### src/rtl/cim_host_pkg.sv
// Shared types and constants for the SRAM_CIM host sequencer.
// The CAL phase lengths here fix the 12-cycle calibration schedule.
package cim_host_pkg;

    localparam int ADDR_W = 9;
    localparam int DATA_W = 16;

    typedef enum logic [1:0] {
        OP_WRITE    = 2'd0,
        OP_WRITEBUF = 2'd1,
        OP_READ     = 2'd2,
        OP_CAL      = 2'd3
    } op_e;

    typedef enum logic [3:0] {
        ST_IDLE,
        ST_WR,
        ST_RD,
        ST_S_SET,
        ST_C_W0,
        ST_C_IN0,
        ST_C_G0,
        ST_C_W1,
        ST_C_IN1,
        ST_C_G1,
        ST_VFY,
        ST_RSP
    } state_e;

    localparam int LEN_S_SET = 2;
    localparam int LEN_C_W0  = 1;
    localparam int LEN_C_IN0 = 2;
    localparam int LEN_C_G0  = 2;
    localparam int LEN_C_W1  = 1;
    localparam int LEN_C_IN1 = 2;
    localparam int LEN_C_G1  = 2;

    typedef struct packed {
        logic set;
        logic comp;
        logic model;
        logic wait_;
        logic inbit;
    } cal_pins_t;

    // Calibration pin pattern for each phase; every non-CAL state drives all zeros.
    function automatic cal_pins_t cal_pins(state_e s);
        cal_pins_t p;
        p = '0;
        case (s)
            ST_S_SET: p.set = 1'b1;
            ST_C_W0:  begin p.comp = 1'b1; p.wait_ = 1'b1; end
            ST_C_IN0: begin p.comp = 1'b1; p.wait_ = 1'b1; p.inbit = 1'b1; end
            ST_C_G0:  p.comp = 1'b1;
            ST_C_W1:  begin p.comp = 1'b1; p.model = 1'b1; p.wait_ = 1'b1; end
            ST_C_IN1: begin p.comp = 1'b1; p.model = 1'b1; p.wait_ = 1'b1; p.inbit = 1'b1; end
            ST_C_G1:  begin p.comp = 1'b1; p.model = 1'b1; end
            default:  p = '0;
        endcase
        return p;
    endfunction

endpackage

### src/rtl/cim_host_ctrl.sv
// Host-side sequencer expanding valid/ready commands into SRAM_CIM pin sequences.
// Optional write-verify readback is enabled with `define CIM_HOST_WRVERIFY_EN.
module cim_host_ctrl
    import cim_host_pkg::*;
#(
    parameter int WR_CYCLES = 21,
    parameter int RD_CYCLES = 4
) (
    input  logic              clk,
    input  logic              rst_n,
    input  logic              cmd_valid,
    output logic              cmd_ready,
    input  logic [1:0]        cmd_op,
    input  logic [ADDR_W-1:0] cmd_addr,
    input  logic [DATA_W-1:0] cmd_data,
    output logic              rsp_valid,
    input  logic              rsp_ready,
    output logic [DATA_W-1:0] rsp_data,
    output logic              rsp_err,
    output logic [ADDR_W-1:0] cim_a,
    output logic [DATA_W-1:0] cim_d,
    input  logic [DATA_W-1:0] cim_q,
    output logic              cim_wrt,
    output logic              cim_wrtbuf,
    output logic              cim_read,
    output logic              cim_set,
    output logic              cim_comp,
    output logic              cim_model,
    output logic              cim_inbit,
    output logic              cim_wait_
);

    localparam int MAX_CYC = (WR_CYCLES > RD_CYCLES) ? WR_CYCLES : RD_CYCLES;
    localparam int CW      = $clog2(MAX_CYC + 1);

    state_e          state, state_next;
    op_e             op_q, op_next;
    logic [CW-1:0]   cnt, cnt_next;
    logic            accept;
    logic            capture;
    cal_pins_t       cal_next;

    assign cmd_ready = (state == ST_IDLE) && !rsp_valid;
    assign accept    = cmd_valid && cmd_ready;

    // Counter value loaded on entry to a state: its length minus one, so zero marks the last cycle.
    function automatic logic [CW-1:0] entry_load(state_e s);
        case (s)
            ST_WR:          return CW'(WR_CYCLES - 1);
            ST_RD, ST_VFY:  return CW'(RD_CYCLES - 1);
            ST_S_SET:       return CW'(LEN_S_SET - 1);
            ST_C_W0:        return CW'(LEN_C_W0 - 1);
            ST_C_IN0:       return CW'(LEN_C_IN0 - 1);
            ST_C_G0:        return CW'(LEN_C_G0 - 1);
            ST_C_W1:        return CW'(LEN_C_W1 - 1);
            ST_C_IN1:       return CW'(LEN_C_IN1 - 1);
            ST_C_G1:        return CW'(LEN_C_G1 - 1);
            default:        return '0;
        endcase
    endfunction

    always_comb begin
        state_next = state;
        op_next    = op_q;
        case (state)
            ST_IDLE: begin
                if (accept) begin
                    op_next = op_e'(cmd_op);
                    case (op_e'(cmd_op))
                        OP_WRITE, OP_WRITEBUF: state_next = ST_WR;
                        OP_READ:               state_next = ST_RD;
                        default:               state_next = ST_S_SET;
                    endcase
                end
            end
            ST_WR: begin
                if (cnt == '0) begin
`ifdef CIM_HOST_WRVERIFY_EN
                    state_next = (op_q == OP_WRITE) ? ST_VFY : ST_IDLE;
`else
                    state_next = ST_IDLE;
`endif
                end
            end
            ST_RD:    if (cnt == '0) state_next = ST_RSP;
`ifdef CIM_HOST_WRVERIFY_EN
            ST_VFY:   if (cnt == '0) state_next = ST_RSP;
`endif
            ST_S_SET: if (cnt == '0) state_next = ST_C_W0;
            ST_C_W0:  if (cnt == '0) state_next = ST_C_IN0;
            ST_C_IN0: if (cnt == '0) state_next = ST_C_G0;
            ST_C_G0:  if (cnt == '0) state_next = ST_C_W1;
            ST_C_W1:  if (cnt == '0) state_next = ST_C_IN1;
            ST_C_IN1: if (cnt == '0) state_next = ST_C_G1;
            ST_C_G1:  if (cnt == '0) state_next = ST_IDLE;
            ST_RSP:   if (rsp_ready) state_next = ST_IDLE;
            default:  state_next = ST_IDLE;
        endcase

        if (state_next != state) begin
            cnt_next = entry_load(state_next);
        end else if (cnt != '0) begin
            cnt_next = cnt - CW'(1);
        end else begin
            cnt_next = cnt;
        end
    end

    assign cal_next = cal_pins(state_next);
    assign capture  = (state == ST_RD || state == ST_VFY) && (cnt == '0);

    // Pins are decoded from the next state so they change on the accepting edge itself.
    always_ff @(posedge clk or negedge rst_n) begin
        if (!rst_n) begin
            state      <= ST_IDLE;
            op_q       <= OP_WRITE;
            cnt        <= '0;
            cim_a      <= '0;
            cim_d      <= '0;
            cim_wrt    <= 1'b0;
            cim_wrtbuf <= 1'b0;
            cim_read   <= 1'b0;
            cim_set    <= 1'b0;
            cim_comp   <= 1'b0;
            cim_model  <= 1'b0;
            cim_inbit  <= 1'b0;
            cim_wait_  <= 1'b0;
            rsp_valid  <= 1'b0;
            rsp_data   <= '0;
        end else begin
            state      <= state_next;
            op_q       <= op_next;
            cnt        <= cnt_next;
            cim_wrt    <= (state_next == ST_WR) && (op_next == OP_WRITE);
            cim_wrtbuf <= (state_next == ST_WR) && (op_next == OP_WRITEBUF);
            cim_read   <= (state_next == ST_RD) || (state_next == ST_VFY);
            cim_set    <= cal_next.set;
            cim_comp   <= cal_next.comp;
            cim_model  <= cal_next.model;
            cim_inbit  <= cal_next.inbit;
            cim_wait_  <= cal_next.wait_;
            if (accept) begin
                if (op_e'(cmd_op) != OP_CAL) cim_a <= cmd_addr;
                if (op_e'(cmd_op) == OP_WRITE || op_e'(cmd_op) == OP_WRITEBUF) cim_d <= cmd_data;
            end
            if (capture) begin
                rsp_data  <= cim_q;
                rsp_valid <= 1'b1;
            end else if (state == ST_RSP && rsp_ready) begin
                rsp_valid <= 1'b0;
            end
        end
    end

`ifdef CIM_HOST_WRVERIFY_EN
    // cim_d still holds the written word during VFY, so it is the reference for the compare.
    always_ff @(posedge clk or negedge rst_n) begin
        if (!rst_n) begin
            rsp_err <= 1'b0;
        end else if (capture) begin
            rsp_err <= (state == ST_VFY) && (cim_q != cim_d);
        end
    end
`else
    assign rsp_err = 1'b0;
`endif

endmodule

### config.mk
export PLATFORM = sky130hd
export DESIGN_NAME = cim_host_ctrl
export DESIGN_NICKNAME = d
export VERILOG_FILES = /design/src/rtl/cim_host_pkg.sv /design/src/rtl/cim_host_ctrl.sv
export SDC_FILE = /design/constraint.sdc
export NUM_CORES = 1
export LEC_CHECK = 0
export ABC_CLOCK_PERIOD_IN_PS = 2700
export CAP_MARGIN = 20
export CORE_ASPECT_RATIO = 1.2
export CORE_MARGIN = 2
export CORE_UTILIZATION = 28
export DETAILED_ROUTE_END_ITERATION = 12
export PLACE_DENSITY = 0.55
export SLEW_MARGIN = 20
export SYNTH_ARGS = -nofsm -noshare
export SYNTH_HDL_FRONTEND = slang
export SYNTH_SLANG_ARGS = --single-unit
### constraint.sdc
create_clock -name clk -period 2.7 [get_ports clk]
set_input_delay 0.675 -clock clk [delete_from_list [all_inputs] [get_ports clk]]
set_output_delay 0.675 -clock clk [all_outputs]
set_load 0.01 [all_outputs]
==> results of run 1 <==
stage by stage:
step	power, mW	setup WS (ps)	hold WS (ps)	std cells	util, %
after detailed placement	1.09	-137	486	450	41.0
after global routing	2.40	4.96	397	466	44.5
after CTS	2.35	46.1	358	466	44.3
after floorplan	0.973	137	379	217	-
after global placement	1.09	-119	481	450	41.0
final	2.31	168	354	466	44.5
worst max-delay path: stages (launching register included):
cell     delay [ps]
dfrtp_1         390
inv_1            90
ha_1            170
or4b_4          520
buf_4           180
o31ai_4         170
a21oi_2         100
inv_1           100
ha_2            210
inv_1            40
or3b_1          390
nor2b_1         110
repair_timing:
| item | in CTS | in global routing |
|---|---|---|
| endpoints found under the hold margin | 0 | 0 |
| endpoints found under the setup margin | 0 | 6 |
| resized for setup | 0 | 7 |
cells by family (layout without fill, tap and decap cells):
kind of cell    Yosys count  in the layout  synth area share [%]
flops                    61             61                  54.1
mux                      47             47                  19.8
simple gates             45             45                  10.6
compound gates           33             33                  7.89
buf+inv                  20            143                  3.59
fa+ha+maj                 6              6                  2.66
xor+xnor                  4              4                  1.24
other cells               1              1                 0.133
final cells by class:
| class | instances | area (µm²) |
|---|---|---|
| Clock buffer | 12 | 256 |
| Multi-Input combinational cell | 136 | 1220 |
| Sequential cell | 61 | 1530 |
| Clock inverter | 4 | 70.1 |
| Timing Repair Buffer | 117 | 1140 |
| Fill cell | 945 | 5500 |
| Inverter | 10 | 37.5 |
| Tap cell | 126 | 158 |
sequential cells by signal (all words and copies together) (netlist names):
name / count
cim_d: 16
rsp_data: 16
cim_a: 9
cnt: 5
state: 4
op_q: 2
cim_comp: 1
cim_inbit: 1
cim_model: 1
cim_read: 1
cim_set: 1
cim_wait_: 1
cim_wrt: 1
cim_wrtbuf: 1
rsp_valid: 1
cells in the final DEF (no fill, tap or decap), types with 2 or more instances in the layout:
master           instances
mux2_2                  35
nor4b_2                  2
nand2b_1                 3
a221o_1                  2
a211oi_1                 3
and2_1                   2
buf_4                   18
clkdlybuf4s50_1         95
clkinv_2                 2
nor2_1                   4
inv_1                   10
clkbuf_16                9
o21ai_0                  9
ha_1                     5
bufinv_16                2
mux2_4                   9
nand2_1                 13
mux2i_1                  3
buf_12                   2
a221oi_1                 2
xnor2_1                  2
a21oi_1                  7
clkbuf_8                 2
dfrtp_1                 61
nand3_1                  3
or4bb_1                  2
xor2_1                   2
a22o_1                   2
layer usage:
metal  vias up  track usage (%)  part of all wire (%)
li1       1012                -                     -
met1      1012             16.5                    45
met2        84             19.3                    45
met3         5             4.36                   8.4
met4         0             5.43                   1.3
met5         -                0                     0
power by group through the flow:
stage,registers [mW],logic [mW],clock network (mW)
after floorplan,0.955,0.0177,0
after global placement,0.949,0.143,0
after detailed placement,0.949,0.143,0
after CTS,0.934,0.144,1.28
after global routing,0.934,0.153,1.32
final,0.934,0.140,1.24
worst min path at each step:
stage                   endpoint  cells past startpoint  slack, ps     from
floorplan               cim_a[0]                      0        380    rst_n
global placement         op_q[1]                      1        480  op_q[1]
detailed placement       op_q[1]                      1        490  op_q[1]
CTS                 rsp_data[10]                      1        360    rst_n
global route        rsp_data[10]                      1        400    rst_n
finish              rsp_data[14]                      1        350    rst_n
==> results_dict.tcl, run 1 <==
set metrics [dict create \
    synth_top_cell_by_area "dfrtp_1" \
    antenna_found_initial 0 \
    clk_path_buf_depth 2 \
    post_dp_cell_area_um2 4060 \
    rsz0062_at_grt "false" \
    switchingPower_uw 436 \
    ys_types 46 \
    firstDrtPassIters 4 \
    final_layout_size_suffix_gt1_share_pct 27.4 \
    swShare_pct 18.8 \
    hpwlAfterDp_um 4960 \
    post_cts_buffers 0 \
    synth-edff-count 0 \
    vias 2113 \
    ant_nets 0 \
    powerDensity_nw_per_um2 524 \
    vias_per_cell 4.53 \
    p_seq_share_pct 40.4 \
    cts_tree "built" \
    h-tree-depth 3 \
    fp.dieW_um 95.7 \
    cts_buffers 9 \
    area_delta_synth_final_pct 56.2 \
    grt_pass1_wl_um 10500 \
    first_iter_violations 49 \
    p_clk_share_pct 53.6 \
    synthTopCellsByCount "dfrtp_1, mux2_2, nand2_1, inv_1, o21ai_0" \
    std_cell_rows 40 \
    grt_pass1_vias 2110 \
    ctsRootBufferMaster "clkbuf_16" \
    synthCells 217 \
    grt_max_degree 40 \
    avgSynthCellArea_um2 13.0 \
    ir_drop_mv 0.265 \
    cts_sinks 61 \
    pin_count 99 \
    cp.arrival_ps 2780 \
    p_int_mw 1.88 \
    setup_tns_ps 0 \
    drt_wl_total_um 6640 \
    period_share_pct 93.8 \
    critPathLaunch "cnt[1]" \
    leakage_nw 2.02 \
    power_frac_comb_pct 6.1 \
    die_area_um2 10900 \
    drc 0 \
    track_usage_pct 12.8 \
    clock-skew-final_ps 6.52 \
    r2r-start "cnt[1]" \
    wire_per_inst_um 14.3 \
    cp-start-kind "flop" \
    status "complete, no violations" \
    crit_end "cim_wrtbuf" \
    ys_seq_area_share_pct 54.1 \
    gp_congestion 0.758 \
    cp-end-kind "flop" \
    die_y_um 114 \
    yosys_warnings 0 \
    port_buffers 97 \
    worstSkewPairLatency_ps 320 \
    cts.reportedPaths.clkPinSlew_ps 50 \
    ctsHoldBuffers 0 \
    diodes 0 \
    worstPathRequired_ps 2950 \
    layout_min_cycle_time_ps 2530 \
    nets 388 \
    max_slew_margin_pct 61.3 \
    maxSlewViolCount 0 \
    path_max_fanout 6 \
    netlist_area_um2 2820 \
    clock.fmax_ghz 0.395 \
    max_slew.worst_pin.slew_ps 580 \
    r2r_slack_ps 170 \
    cap_violations 0 \
    hp-class "input pin to asynchronous set/reset pin" \
    async_flop_share_pct 100 \
    hold_violations 0 \
    r2r_end "cim_wrtbuf" \
    synth_area_leaders "dfrtp_1, mux2_2, mux2_4" \
    setup_viol 0 \
    ys_ff_latch 61 \
    synth_nets 270 \
    grt.overflow.total 0 \
    post-synth-top-count-cell "dfrtp_1" \
    coreArea_um2 9910 \
    design_area_um2 4410 \
    worstSetupPathType "flop to flop" \
    r2r_cells 11 \
    start_util_pct 28.5 \
    synth_top_area_share_pct 54.1 \
    synth-main-ff-cell "dfrtp_1" \
]
(Power assumes the default switching activity.)
==> run 2: changes to the inputs <==
--- a/config.mk
+++ b/config.mk
@@ -10,7 +10,9 @@
 export CORE_ASPECT_RATIO = 1.2
 export CORE_MARGIN = 2
 export CORE_UTILIZATION = 28
+export CTS_CLUSTER_SIZE = 25
 export DETAILED_ROUTE_END_ITERATION = 12
+export GPL_ROUTABILITY_DRIVEN = 0
 export PLACE_DENSITY = 0.55
 export SLEW_MARGIN = 20
 export SYNTH_ARGS = -nofsm -noshare
==> results of run 2 <==
The final DEF is identical to that of run 1; final timing and power are the same.
==> run 3: changes to the inputs <==
--- a/config.mk
+++ b/config.mk
@@ -8,7 +8,6 @@
 export ABC_CLOCK_PERIOD_IN_PS = 2700
 export CAP_MARGIN = 20
 export CORE_ASPECT_RATIO = 1.2
-export CORE_MARGIN = 2
 export CORE_UTILIZATION = 28
 export CTS_CLUSTER_SIZE = 25
 export DETAILED_ROUTE_END_ITERATION = 12
==> run 3 against run 2 <==
  * First-iteration DRC count grew to 2.7 times the previous value
  * Largest power group unchanged
  * Via count grew 0.19%
  * Maximum frequency shrank 1.2%
  * Clock power shrank 9%
  * Sequential power is essentially flat
  * Worst setup slack lost 31 ps
  * Combinational power is essentially flat
==> results_dict.tcl, run 3 (synthesized netlist as in run 1, its figures left out) <==
set metrics [dict create \
    status "complete, no violations" \
    worstPathRequired_ps 2910 \
    grt.overflow.total 0 \
    powerDensity_nw_per_um2 500 \
    reg_top3 "cim_d: 16 flops, rsp_data: 16 flops, cim_a: 9 flops" \
    hold-worst-slack_ps 328 \
    worstSkewPairLatency_ps 320 \
    setup_viol 0 \
    firstDrtPassIters 4 \
    cp-start-kind "flop" \
    grt_pass1_wl_um 10800 \
    dp_slack_ps -135 \
    pin_count 99 \
    cts_buffers 9 \
    die_y_um 112 \
    cts.reportedPaths.clkPinSlew_ps 50 \
    ctsHoldBuffers 0 \
    h-tree-depth 3 \
    max_slew_margin_pct 51.5 \
    clk_path_buf_depth 2 \
    maxSlewViolCount 0 \
    post_cts_buffers 0 \
    port_buffers 97 \
    rsz0062_at_grt "true" \
    nets 390 \
    vias_per_cell 4.56 \
    hpwlAfterDp_um 4850 \
    clock.fmax_ghz 0.390 \
    post_cts_resized 0 \
    setup_tns_ps 0 \
    cts_tree "built" \
    antenna_found_initial 0 \
    fin_cells 464 \
    layout_common_cells "clkdlybuf4s50_1, dfrtp_1, mux2_2" \
    cap_violations 0 \
    power_mw 2.21 \
    std_cell_rows 39 \
    cts_sinks 61 \
    grt_max_degree 40 \
    clock-skew-final_ps 6.55 \
    hold_violations 0 \
    max_slew.worst_pin.slew_ps 728 \
    ant_nets 0 \
    coreArea_um2 9660 \
    layout_min_cycle_time_ps 2560 \
    diodes 0 \
    ir_drop_mv 0.257 \
    hp-class "input pin to asynchronous set/reset pin" \
    wire_per_inst_um 14.3 \
    drc 0 \
    final_common_cell "clkdlybuf4s50_1" \
    path_max_fanout 17 \
    place_inst 449 \
    worstSetupPathType "flop to flop" \
    leakage_nw 2.00 \
    grt_pass1_vias 2242 \
    cp.arrival_ps 2770 \
    area_delta_synth_final_pct 56.4 \
    start_util_pct 29.2 \
    die_area_um2 10500 \
    final.setup.worst_slack_ps 138 \
    fp.dieW_um 93.7 \
    ctsRootBufferMaster "clkbuf_16" \
    vias 2117 \
    final_layout_size_suffix_gt1_share_pct 28.2 \
    drt_wl_total_um 6620 \
    r2r_cells 7 \
    cp-end-kind "flop" \
    period_share_pct 94.9 \
    track_usage_pct 13.4 \
    first_iter_violations 130 \
]
## run 3: changes by cell type in the layout (fill, tap and decap cells not counted), sizes merged
cell           previous run  this run
bufinv                    2         1
clkdlybuf4s50            95        96
clkbuf                   12        14
dlymetal6s2s              1         0
buf                      21        23
clkinv                    2         0
## run 3: path summary, 6_finish.rpt
kind | endpoint | from | slack (ps)
worst max-delay path | rsp_data[12] | cnt[1] | 140
worst min-delay path | rsp_data[8] | rst_n | 330
worst max register to register | rsp_data[12] | cnt[1] | 140
worst min register to register | op_q[1] | op_q[1] | 490
max in group asynchronous | cim_a[4] | rst_n | 1770
min in group clk | op_q[1] | op_q[1] | 490
## run 3: critical path, stage by stage, from the launching register on
cell	delay (ps)
dfrtp_1	390
inv_1	80
ha_1	170
or4b_4	520
buf_4	190
buf_4	150
or4_4	580
mux2_4	360
## run 3: area by class of cell
cell class / instances / area, µm²
Tap cell: 123 / 154
Multi-Input combinational cell: 136 / 1250
Inverter: 10 / 37.5
Timing Repair Buffer: 119 / 1160
Fill cell: 878 / 5250
Clock buffer: 14 / 264
Sequential cell: 61 / 1530
Clock inverter: 1 / 30.0
## run 3: stage by stage
stage                     area, µm²  utilization (%)
after floorplan                2820                -
after global placement         4070             42.1
after detailed placement       4070             42.1
after CTS                      4360             45.2
after global routing           4420             45.7
final                          4420             45.7
## run 3: per-layer routing
metal | global-route usage, % | vias to the layer above | share of wire [%] | wire, µm
met3 | 5.08 | 17 | 7.9 | 526
met4 | 6.87 | 0 | 2.8 | 186
met5 | 0 | - | 0 | 0
met2 | 20.7 | 83 | 47 | 3100
met1 | 16.2 | 1000 | 42 | 2810
li1 | - | 1017 | - | -
## run 3: where the power goes
part | leakage [nW] | switching (mW) | internal [mW] | total, mW
logic | 1.05 | 0.0447 | 0.0962 | 0.141
clock network | 0.143 | 0.372 | 0.759 | 1.13
registers | 0.810 | 0.00618 | 0.928 | 0.934
